File: config.mk
export PLATFORM = sky130hd
export DESIGN_NAME = memory_game_engine
export DESIGN_NICKNAME = d
export VERILOG_FILES = /design/src/rtl/memory_game_engine.sv
export SDC_FILE = /design/constraint.sdc
export NUM_CORES = 1
export LEC_CHECK = 0
export ABC_AREA = 1
export BUFFER_PORTS_ARGS = -buffer_cell sky130_fd_sc_hd__buf_2
export CORE_ASPECT_RATIO = 0.75
export CORE_MARGIN = 4
export CORE_UTILIZATION = 40
export CTS_CLUSTER_DIAMETER = 40
export CTS_CLUSTER_SIZE = 20
export DETAILED_ROUTE_END_ITERATION = 10
export PLACE_DENSITY = 0.59
export REMOVE_ABC_BUFFERS = 1
export SYNTH_ARGS = -nofsm -noshare
export SYNTH_HDL_FRONTEND = slang
export SYNTH_SLANG_ARGS = --single-unit
File: constraint.sdc
create_clock -name i_clk -period 6.7 [get_ports i_clk]
set_clock_uncertainty 0.15 [all_clocks]
set_input_delay 1.34 -clock i_clk [delete_from_list [all_inputs] [get_ports i_clk]]
set_output_delay 1.34 -clock i_clk [all_outputs]
set_load 0.05 [all_outputs]
File: src/rtl/memory_game_engine.sv
// memory_game_engine: pattern-memory game; shows a growing LED sequence, checks the
// player's button releases against it, and tracks score and misses.
module memory_game_engine #(
   parameter int NUM_BUTTONS   = 4,
   parameter int GAME_LIMIT    = 6,
   parameter int CLKS_PER_STEP = 6250000,
   parameter int TIMEOUT_CLKS  = 75000000,
   parameter int MAX_MISSES    = 3,
   localparam int ID_W = $clog2(NUM_BUTTONS)
) (
   input  logic                       i_clk,
   input  logic                       i_reset,
   input  logic [NUM_BUTTONS-1:0]     i_buttons,
   input  logic [GAME_LIMIT*ID_W-1:0] i_rand,
   output logic [NUM_BUTTONS-1:0]     o_leds,
   output logic [3:0]                 o_score,
   output logic [1:0]                 o_misses,
   output logic                       o_game_over
);
   localparam int SW = $clog2(CLKS_PER_STEP + 1);
   localparam int TW = $clog2(TIMEOUT_CLKS + 1);
   typedef enum logic [2:0] {START, PATTERN_OFF, PATTERN_SHOW, WAIT_PLAYER, MISS, INCR_SCORE, WINNER, LOSER} state_t;
   state_t state, state_n;
   logic [NUM_BUTTONS-1:0] btn_q, rel_q;
   logic [GAME_LIMIT*ID_W-1:0] pattern;
   logic [3:0] score, idx;
   logic [1:0] misses;
   logic [SW-1:0] step;
   logic [TW-1:0] tmo;
   logic [ID_W-1:0] ev_id, cur;
   logic ev, hit, last, step_end, tmo_end, force_start;
   logic idx_clr, idx_inc, game_clr, score_inc, miss_inc;

   always_ff @(posedge i_clk or posedge i_reset)
      if (i_reset) begin
         btn_q <= '0;
         rel_q <= '0;
      end else begin
         btn_q <= i_buttons;
         rel_q <= btn_q & ~i_buttons;
      end

   // lowest released index wins; simultaneous others are dropped
   always_comb begin
      ev_id = '0;
      for (int i = NUM_BUTTONS - 1; i >= 0; i--)
         if (rel_q[i]) ev_id = ID_W'(i);
   end

   assign ev          = |rel_q;
   assign cur         = pattern[idx*ID_W +: ID_W];
   assign hit         = ev_id == cur;
   assign last        = idx == score;
   assign step_end    = step == SW'(CLKS_PER_STEP - 1);
   assign tmo_end     = tmo == TW'(TIMEOUT_CLKS - 1);
   assign force_start = i_buttons[0] & i_buttons[1];

   always_ff @(posedge i_clk or posedge i_reset)
      if (i_reset) state <= START;
      else state <= state_n;

   always_comb begin
      state_n   = state;
      idx_clr   = 1'b0;
      idx_inc   = 1'b0;
      game_clr  = 1'b0;
      score_inc = 1'b0;
      miss_inc  = 1'b0;
      case (state)
         START: if (ev && !i_buttons[0] && !i_buttons[1]) begin
            game_clr = 1'b1;
            state_n  = PATTERN_OFF;
         end
         PATTERN_OFF: if (step_end) state_n = PATTERN_SHOW;
         PATTERN_SHOW: if (step_end) begin
            idx_clr = last;
            idx_inc = !last;
            state_n = last ? WAIT_PLAYER : PATTERN_OFF;
         end
         WAIT_PLAYER: if (ev) begin
            idx_clr = hit && last;
            idx_inc = hit && !last;
            state_n = !hit ? MISS : last ? INCR_SCORE : WAIT_PLAYER;
         end else if (tmo_end) state_n = MISS;
         MISS: begin
            miss_inc = 1'b1;
            idx_clr  = 1'b1;
            state_n  = (misses + 2'd1 == 2'(MAX_MISSES)) ? LOSER : PATTERN_OFF;
         end
         INCR_SCORE: begin
            score_inc = 1'b1;
            state_n   = (score == 4'(GAME_LIMIT - 1)) ? WINNER : PATTERN_OFF;
         end
         WINNER, LOSER: state_n = state;
         default: state_n = START;
      endcase
      if (force_start) begin
         idx_clr   = 1'b0;
         idx_inc   = 1'b0;
         game_clr  = 1'b0;
         score_inc = 1'b0;
         miss_inc  = 1'b0;
         state_n   = START;
      end
   end

   always_ff @(posedge i_clk or posedge i_reset)
      if (i_reset) begin
         score  <= '0;
         misses <= '0;
         idx    <= '0;
         step   <= '0;
         tmo    <= '0;
      end else begin
         score  <= game_clr ? '0 : score + 4'(score_inc);
         misses <= game_clr ? '0 : misses + 2'(miss_inc);
         idx    <= (game_clr || idx_clr) ? '0 : idx + 4'(idx_inc);
         step   <= (state_n != state || !(state == PATTERN_OFF || state == PATTERN_SHOW)) ? '0 : step + 1'b1;
         tmo    <= (state != WAIT_PLAYER || ev) ? '0 : tmo + 1'b1;
      end

   // pattern has no reset: it is reloaded every cycle spent in START
   always_ff @(posedge i_clk)
      if (state == START) pattern <= i_rand;

   assign o_leds      = (state == PATTERN_SHOW) ? NUM_BUTTONS'(1) << cur : i_buttons;
   assign o_score     = (state == WINNER) ? 4'hA : (state == LOSER) ? 4'hF : score;
   assign o_misses    = misses;
   assign o_game_over = state == WINNER || state == LOSER;
endmodule

---- Word-level counts from Yosys, hierarchy flattened ----
Index checks and enable logic that the tools add are counted.
word-level totals
  flip-flop bits (word level) ............. 83
  word-level logic and storage cells ...... 90
cells by class
  equality and inequality tests ........... 15
  shifts and indexed selects .............. 2
  reductions and logical operators ........ 16
  $add $sub $neg .......................... 6
  bitwise operators ....................... 3
  mux-type cells .......................... 39
operator list
  kind                                                 number
  two-way mux 3 bit                                    10
  adder 27 x 1 -> 27 bit, second input constant        1
  equality test 27 bit, second input constant          1
  two-way mux 27 bit                                   1
  adder 23 x 1 -> 23 bit, second input constant        1
  equality test 23 bit, second input constant          1
  two-way mux 23 bit                                   1
  one-hot mux 3 bit (7 select lines)                   1
  two-way mux 4 bit                                    5
  two-way mux 1 bit                                    13
  equality test 3 bit, second input constant           4
  two-way mux 2 bit                                    6
  variable part select 12 x 6 -> 2 bit                 1
  adder 4 x 1 -> 4 bit                                 2
  equality test 3 x 2 -> 1 bit, second input constant  2
  logical OR 1 bit                                     5
  AND 4 bit                                            1
  equality test 4 x 3 -> 1 bit, second input constant  1
  equality test 4 bit                                  1
  logical AND 1 bit                                    4
  logical NOT 1 bit                                    4
  inverter 4 bit                                       1
  OR reduction 4 bit                                   1
  << shifter 1 x 2 -> 4 bit, first input constant      1
  other kinds (12)                                     12

---- Depth between registers and ports, before layout ----
  depth in word-level cells ............... 12
  depth in mapped cells ................... 19
  depth with buffers taken out ............ 17

---- Worst setup path after synthesis ----
Ideal clock, no wire load.
  kind .................................... input to output
  from .................................... input port i_buttons[0]
  to ...................................... output port o_leds[0]
  data required time ...................... 5210 ps
  arrival ................................. 2469 ps
  cell stages on the path ................. 2
  setup slack ............................. 2741 ps
  cells stage by stage .................... inv_1 o21ai_0
between the ends
  word-level cells in the longest chain between the ends .. 1
ends and longest elaborated chain
  what               RTL line  RTL
  from (decl)        13        input logic [NUM_BUTTONS-1:0] i_buttons,
  two-way mux 4 bit  126       assign o_leds = (state == PATTERN_SHOW) ? NUM_BUTTONS'(1) << cur : i_buttons;
  to (decl)          15        output logic [NUM_BUTTONS-1:0] o_leds,
Every way passes these cells.

---- Worst setup path after layout ----
  from .................................... register state[1]
  to ...................................... output port o_leds[3]
between the ends
  word-level cells in the longest chain between the ends .. 2
ends and longest elaborated chain
  what                          RTL line  RTL
  from (decl)                   23        state_t state, state_n;
  from (signal assigned)        60        else state <= state_n;
  equality test 3 x 2 -> 1 bit  126
  two-way mux 4 bit             126
Every way passes these cells.

==> Implementation_results.wiki <==
{| class="wikitable"
! Metric !! Value
|-
| Placed cell areas || 4840 um2
|-
| Resized Gates After CTS || 0
|-
| Initial antenna violation count || 0
|-
| Final Hold Slack || 0.325 ns
|-
| Final non-filler cell area || 5150 um2
|-
| Via density per instance || 5.00
|-
| Worst voltage drop across the vdd grid || 156 uV
|-
| GRT Resource Usage Total || 0.150
|-
| Final hold vios || 0
|-
| Cell-by-cell listing of the critical path || nand2_1 > nor2_1 > inv_1 > o31ai_1 > buf_2
|-
| Number of enable-type register cells in the synthesized netlist || 12
|-
| Clock root cell || sky130_fd_sc_hd__clkbuf_16
|-
| Highest cell delay on the worst timing path || roughly 0.55 ns
|-
| Arrival time reported for the critical path endpoint || 2.16 ns
|-
| Number of distinct standard cells referenced by the synthesized netlist || 41
|-
| Yosys synthesis warning count || 0
|-
| Critical path's slowest cell || sky130_fd_sc_hd__dfrtp_1
|-
| Total power of the final layout || 1.09 mW
|-
| Achievable clock frequency || 274 MHz
|-
| Worst max-slew margin expressed relative to the limit || 0.400
|-
| Startpoint-to-endpoint class of the critical path || flip-flop to primary output
|-
| Total congestion overflow || 0
|-
| Sw Pwr || 0.264 mW
|-
| Maximum number of pins on one net before global-route repair || 72
|-
| Synth-to-Final Area Change || 12.2%
|-
| Ratio of total power to cell area || approximately 210 nW/um2
|-
| Most used flip-flop cell after synthesis || sky130_fd_sc_hd__dfrtp_1
|-
| Clock power share || 0.461
|-
| Number of nets with antenna violations after detailed routing || 0
|-
| Gate family responsible for the most delay along the worst path || flip-flops
|-
| Final worst-path setup slack || 3.05 ns
|-
| Worst-path fanout max || 10
|-
| Cts hold-fix bufs || 0
|-
| WL final || 9.37 mm
|-
| X dimension of the die || 132 um
|-
| Count of H-tree levels built during CTS || 3
|-
| Clock sink count || 83
|-
| Via count of the first global-routing pass || 3548
|-
| Post-synthesis average cell area || 8.47 um2
|-
| Proportion of layout cells with a drive suffix above 1 || 0.171
|-
| Largest buffer count on any clock path || 2
|-
| RSZ-0062 raised after global routing || false
|-
| Clock period minus worst slack || 3.65 ns
|-
| Placer congestion estimate || 0.828
|-
| Max Cap Violations || 0
|-
| Class of the most critical hold timing path || flip-flop to flip-flop
|-
| Worst setup slack after placement || 3.27 ns
|-
| I/O pin total || 29
|-
| Initial DRC count || ~280
|-
| Total of flip-flops plus latches after synthesis || 83
|-
| Vias after detailed routing || 3592
|-
| # nets final || 598
|-
| Vertical die dimension || around 100 um
|-
| Seq/Total Area, Yosys || 0.466
|-
| Final period utilization || 0.545
|-
| Number of buffers created by CTS || 9
|-
| Sequential group share of total power || 0.481
|-
| Global-route wire length before repair || 16.4 mm
|-
| Number of standard cells after synthesis || 542
|-
| Combinational power share || 0.058
|-
| Count of final setup violators || 0
|-
| Count of input and output buffers || 28
|-
| Total inserted antenna cells || 0
|-
| Area of the mapped netlist || between 4000 and 5000 um2
|-
| TritonCTS clock tree || done
|-
| Total negative slack for setup checks || 0 ns
|-
| Share of flip-flops with an asynchronous set or reset after synthesis || 0.855
|-
| Postcts setup bufs || 0
|-
| Internal power contribution || 0.831 mW
|-
| Status || finished clean
|-
| Average detailed-routed wire length per instance || 13.0 um
|-
| Pins Over Slew Limit || 0
|-
| Number of iterations in the first detailed-routing pass || 5
|-
| Worst Tran Pin Value || 0.900 ns
|-
| Kind of end point of the critical path || primary output
|-
| Clock latency reported for the late side of the worst-skew pair || 0.34 ns
|-
| Core Box Area || about 11000 um2
|-
| Initial core utilization || 0.415
|-
| Static leakage power || around 2.3 nW
|-
| Switching share of total power || 0.241
|-
| Crit start category || flip-flop
|-
| Clock transition time at the flip-flop clock pins of the worst setup and hold paths || 0.06 ns
|-
| Number of placement rows || 33
|-
| Residual DRC count || 0
|-
| Placed wire-length estimate || 6.72 mm
|-
| Die outline area || ~13000 um2
|-
| Required time of the critical path || 5.21 ns
|-
| Count of buffering cells on the critical path with inverters included || 2
|}
## tightest hold or removal path, delay by kind of cell (launching register included)
kind	cells	cell delay [ns]
flip-flops	1	0.36
buffers and inverters	1	0.05
AND/OR/NAND/NOR	1	0.03
## Yosys cell counts (5+ instances only)
library cell	number	share of area
sky130_fd_sc_hd__nor2_1	58	0.047
sky130_fd_sc_hd__xnor2_1	6	0.011
sky130_fd_sc_hd__a21oi_1	19	0.021
sky130_fd_sc_hd__nand4_1	18	0.025
sky130_fd_sc_hd__o21ai_0	22	0.024
sky130_fd_sc_hd__ha_1	7	0.019
sky130_fd_sc_hd__inv_1	82	0.067
sky130_fd_sc_hd__buf_6	5	0.012
sky130_fd_sc_hd__dfrtp_1	71	0.39
sky130_fd_sc_hd__nor3_1	23	0.025
sky130_fd_sc_hd__nand3_1	30	0.033
sky130_fd_sc_hd__nand2_1	85	0.070
sky130_fd_sc_hd__inv_2	8	0.0065
sky130_fd_sc_hd__edfxtp_1	12	0.079
sky130_fd_sc_hd__xor2_1	24	0.046
sky130_fd_sc_hd__nor3_2	22	0.048
sky130_fd_sc_hd__nand2_2	7	0.0095
sky130_fd_sc_hd__nor4_1	5	0.0068
## kinds of logic after synthesis
kind of cell,count (synthesis),share of synthesized area
and+or+nand+nor,269,0.301
adders and majority gates,7,0.0191
xor gates and xnor gates,30,0.0573
AOI/OAI and AO/OA,53,0.0657
DFF,83,0.466
buffers and inverters,100,0.0911
## layout make-up
cell class	instances	area [um2]
Inverter	90	338
Tap cell	140	175
Clock buffer	9	225
Sequential cell	83	2140
Timing Repair Buffer	30	155
Clock inverter	7	80.1
Fill cell	1076	5920
Multi-Input combinational cell	359	2040
## metal layers
metal / vias up / track usage / share of wire
li1: 1828 / - / -
met5: - / 0 / 0
met1: 1673 / 0.205 / 0.50
met3: 15 / 0.0384 / 0.048
met2: 76 / 0.236 / 0.44
met4: 0 / 0.0517 / 0.015
## metrics by stage
stage,util,instances
after floorplan,-,532
after global placement,0.438,702
after detailed placement,0.438,702
after CTS,0.465,718
after global routing,0.465,718
final,0.465,718
## path summary, 6_finish.rpt
| path | from | slack [ns] | end | cells past startpoint |
|---|---|---|---|---|
| max | state[1]$_DFF_PP0_ | 3.05 | o_leds[3] | 5 |
| min | btn_q[1]$_DFF_PP0_ | 0.33 | rel_q[1]$_DFF_PP0_ | 2 |
| max reg2reg | state[1]$_DFF_PP0_ | 3.67 | step[0]$_DFF_PP0_ | 12 |
| min reg2reg | btn_q[1]$_DFF_PP0_ | 0.33 | rel_q[1]$_DFF_PP0_ | 2 |
| max in group asynchronous | i_reset | 4.70 | rel_q[0]$_DFF_PP0_ | 3 |
| min in group asynchronous | i_reset | 1.12 | tmo[14]$_DFF_PP0_ | 3 |
## flip-flops by register name (all words and copies together) (netlist names)
register and flops:
o_misses 2, state 3, rel_q 4, idx 4, pattern 12, tmo 27, btn_q 4, score 4
step 23
## cells in the final DEF, fill, tap and decap left out, types with 3 or more instances in the layout
cell type and n:
sky130_fd_sc_hd__clkbuf_16 9, sky130_fd_sc_hd__nand3_1 30, sky130_fd_sc_hd__nand2_1 85, sky130_fd_sc_hd__inv_6 4, sky130_fd_sc_hd__buf_2 28, sky130_fd_sc_hd__xor2_1 24, sky130_fd_sc_hd__ha_1 7, sky130_fd_sc_hd__nor2_1 58
sky130_fd_sc_hd__nor2_2 3, sky130_fd_sc_hd__inv_1 81, sky130_fd_sc_hd__nor4_1 5, sky130_fd_sc_hd__nand3_2 3, sky130_fd_sc_hd__xnor2_1 6, sky130_fd_sc_hd__inv_2 9, sky130_fd_sc_hd__o21ai_0 22, sky130_fd_sc_hd__nand4_1 18
sky130_fd_sc_hd__nor3_1 22, sky130_fd_sc_hd__edfxtp_1 12, sky130_fd_sc_hd__nor3_2 23, sky130_fd_sc_hd__dfrtp_1 71, sky130_fd_sc_hd__or2_1 3, sky130_fd_sc_hd__a21oi_1 19, sky130_fd_sc_hd__nand2_2 7
## power groups by stage
stage | Combinational (mW) | Sequential (mW) | Clock [mW]
after detailed placement | 0.0649 | 0.536 | 0
final | 0.0635 | 0.527 | 0.504
after floorplan | 0.0451 | 0.535 | 0
after global placement | 0.0642 | 0.536 | 0
after CTS | 0.0651 | 0.527 | 0.519
after global routing | 0.0724 | 0.527 | 0.543
No activity file was read; power rests on OpenSTA's default activity.
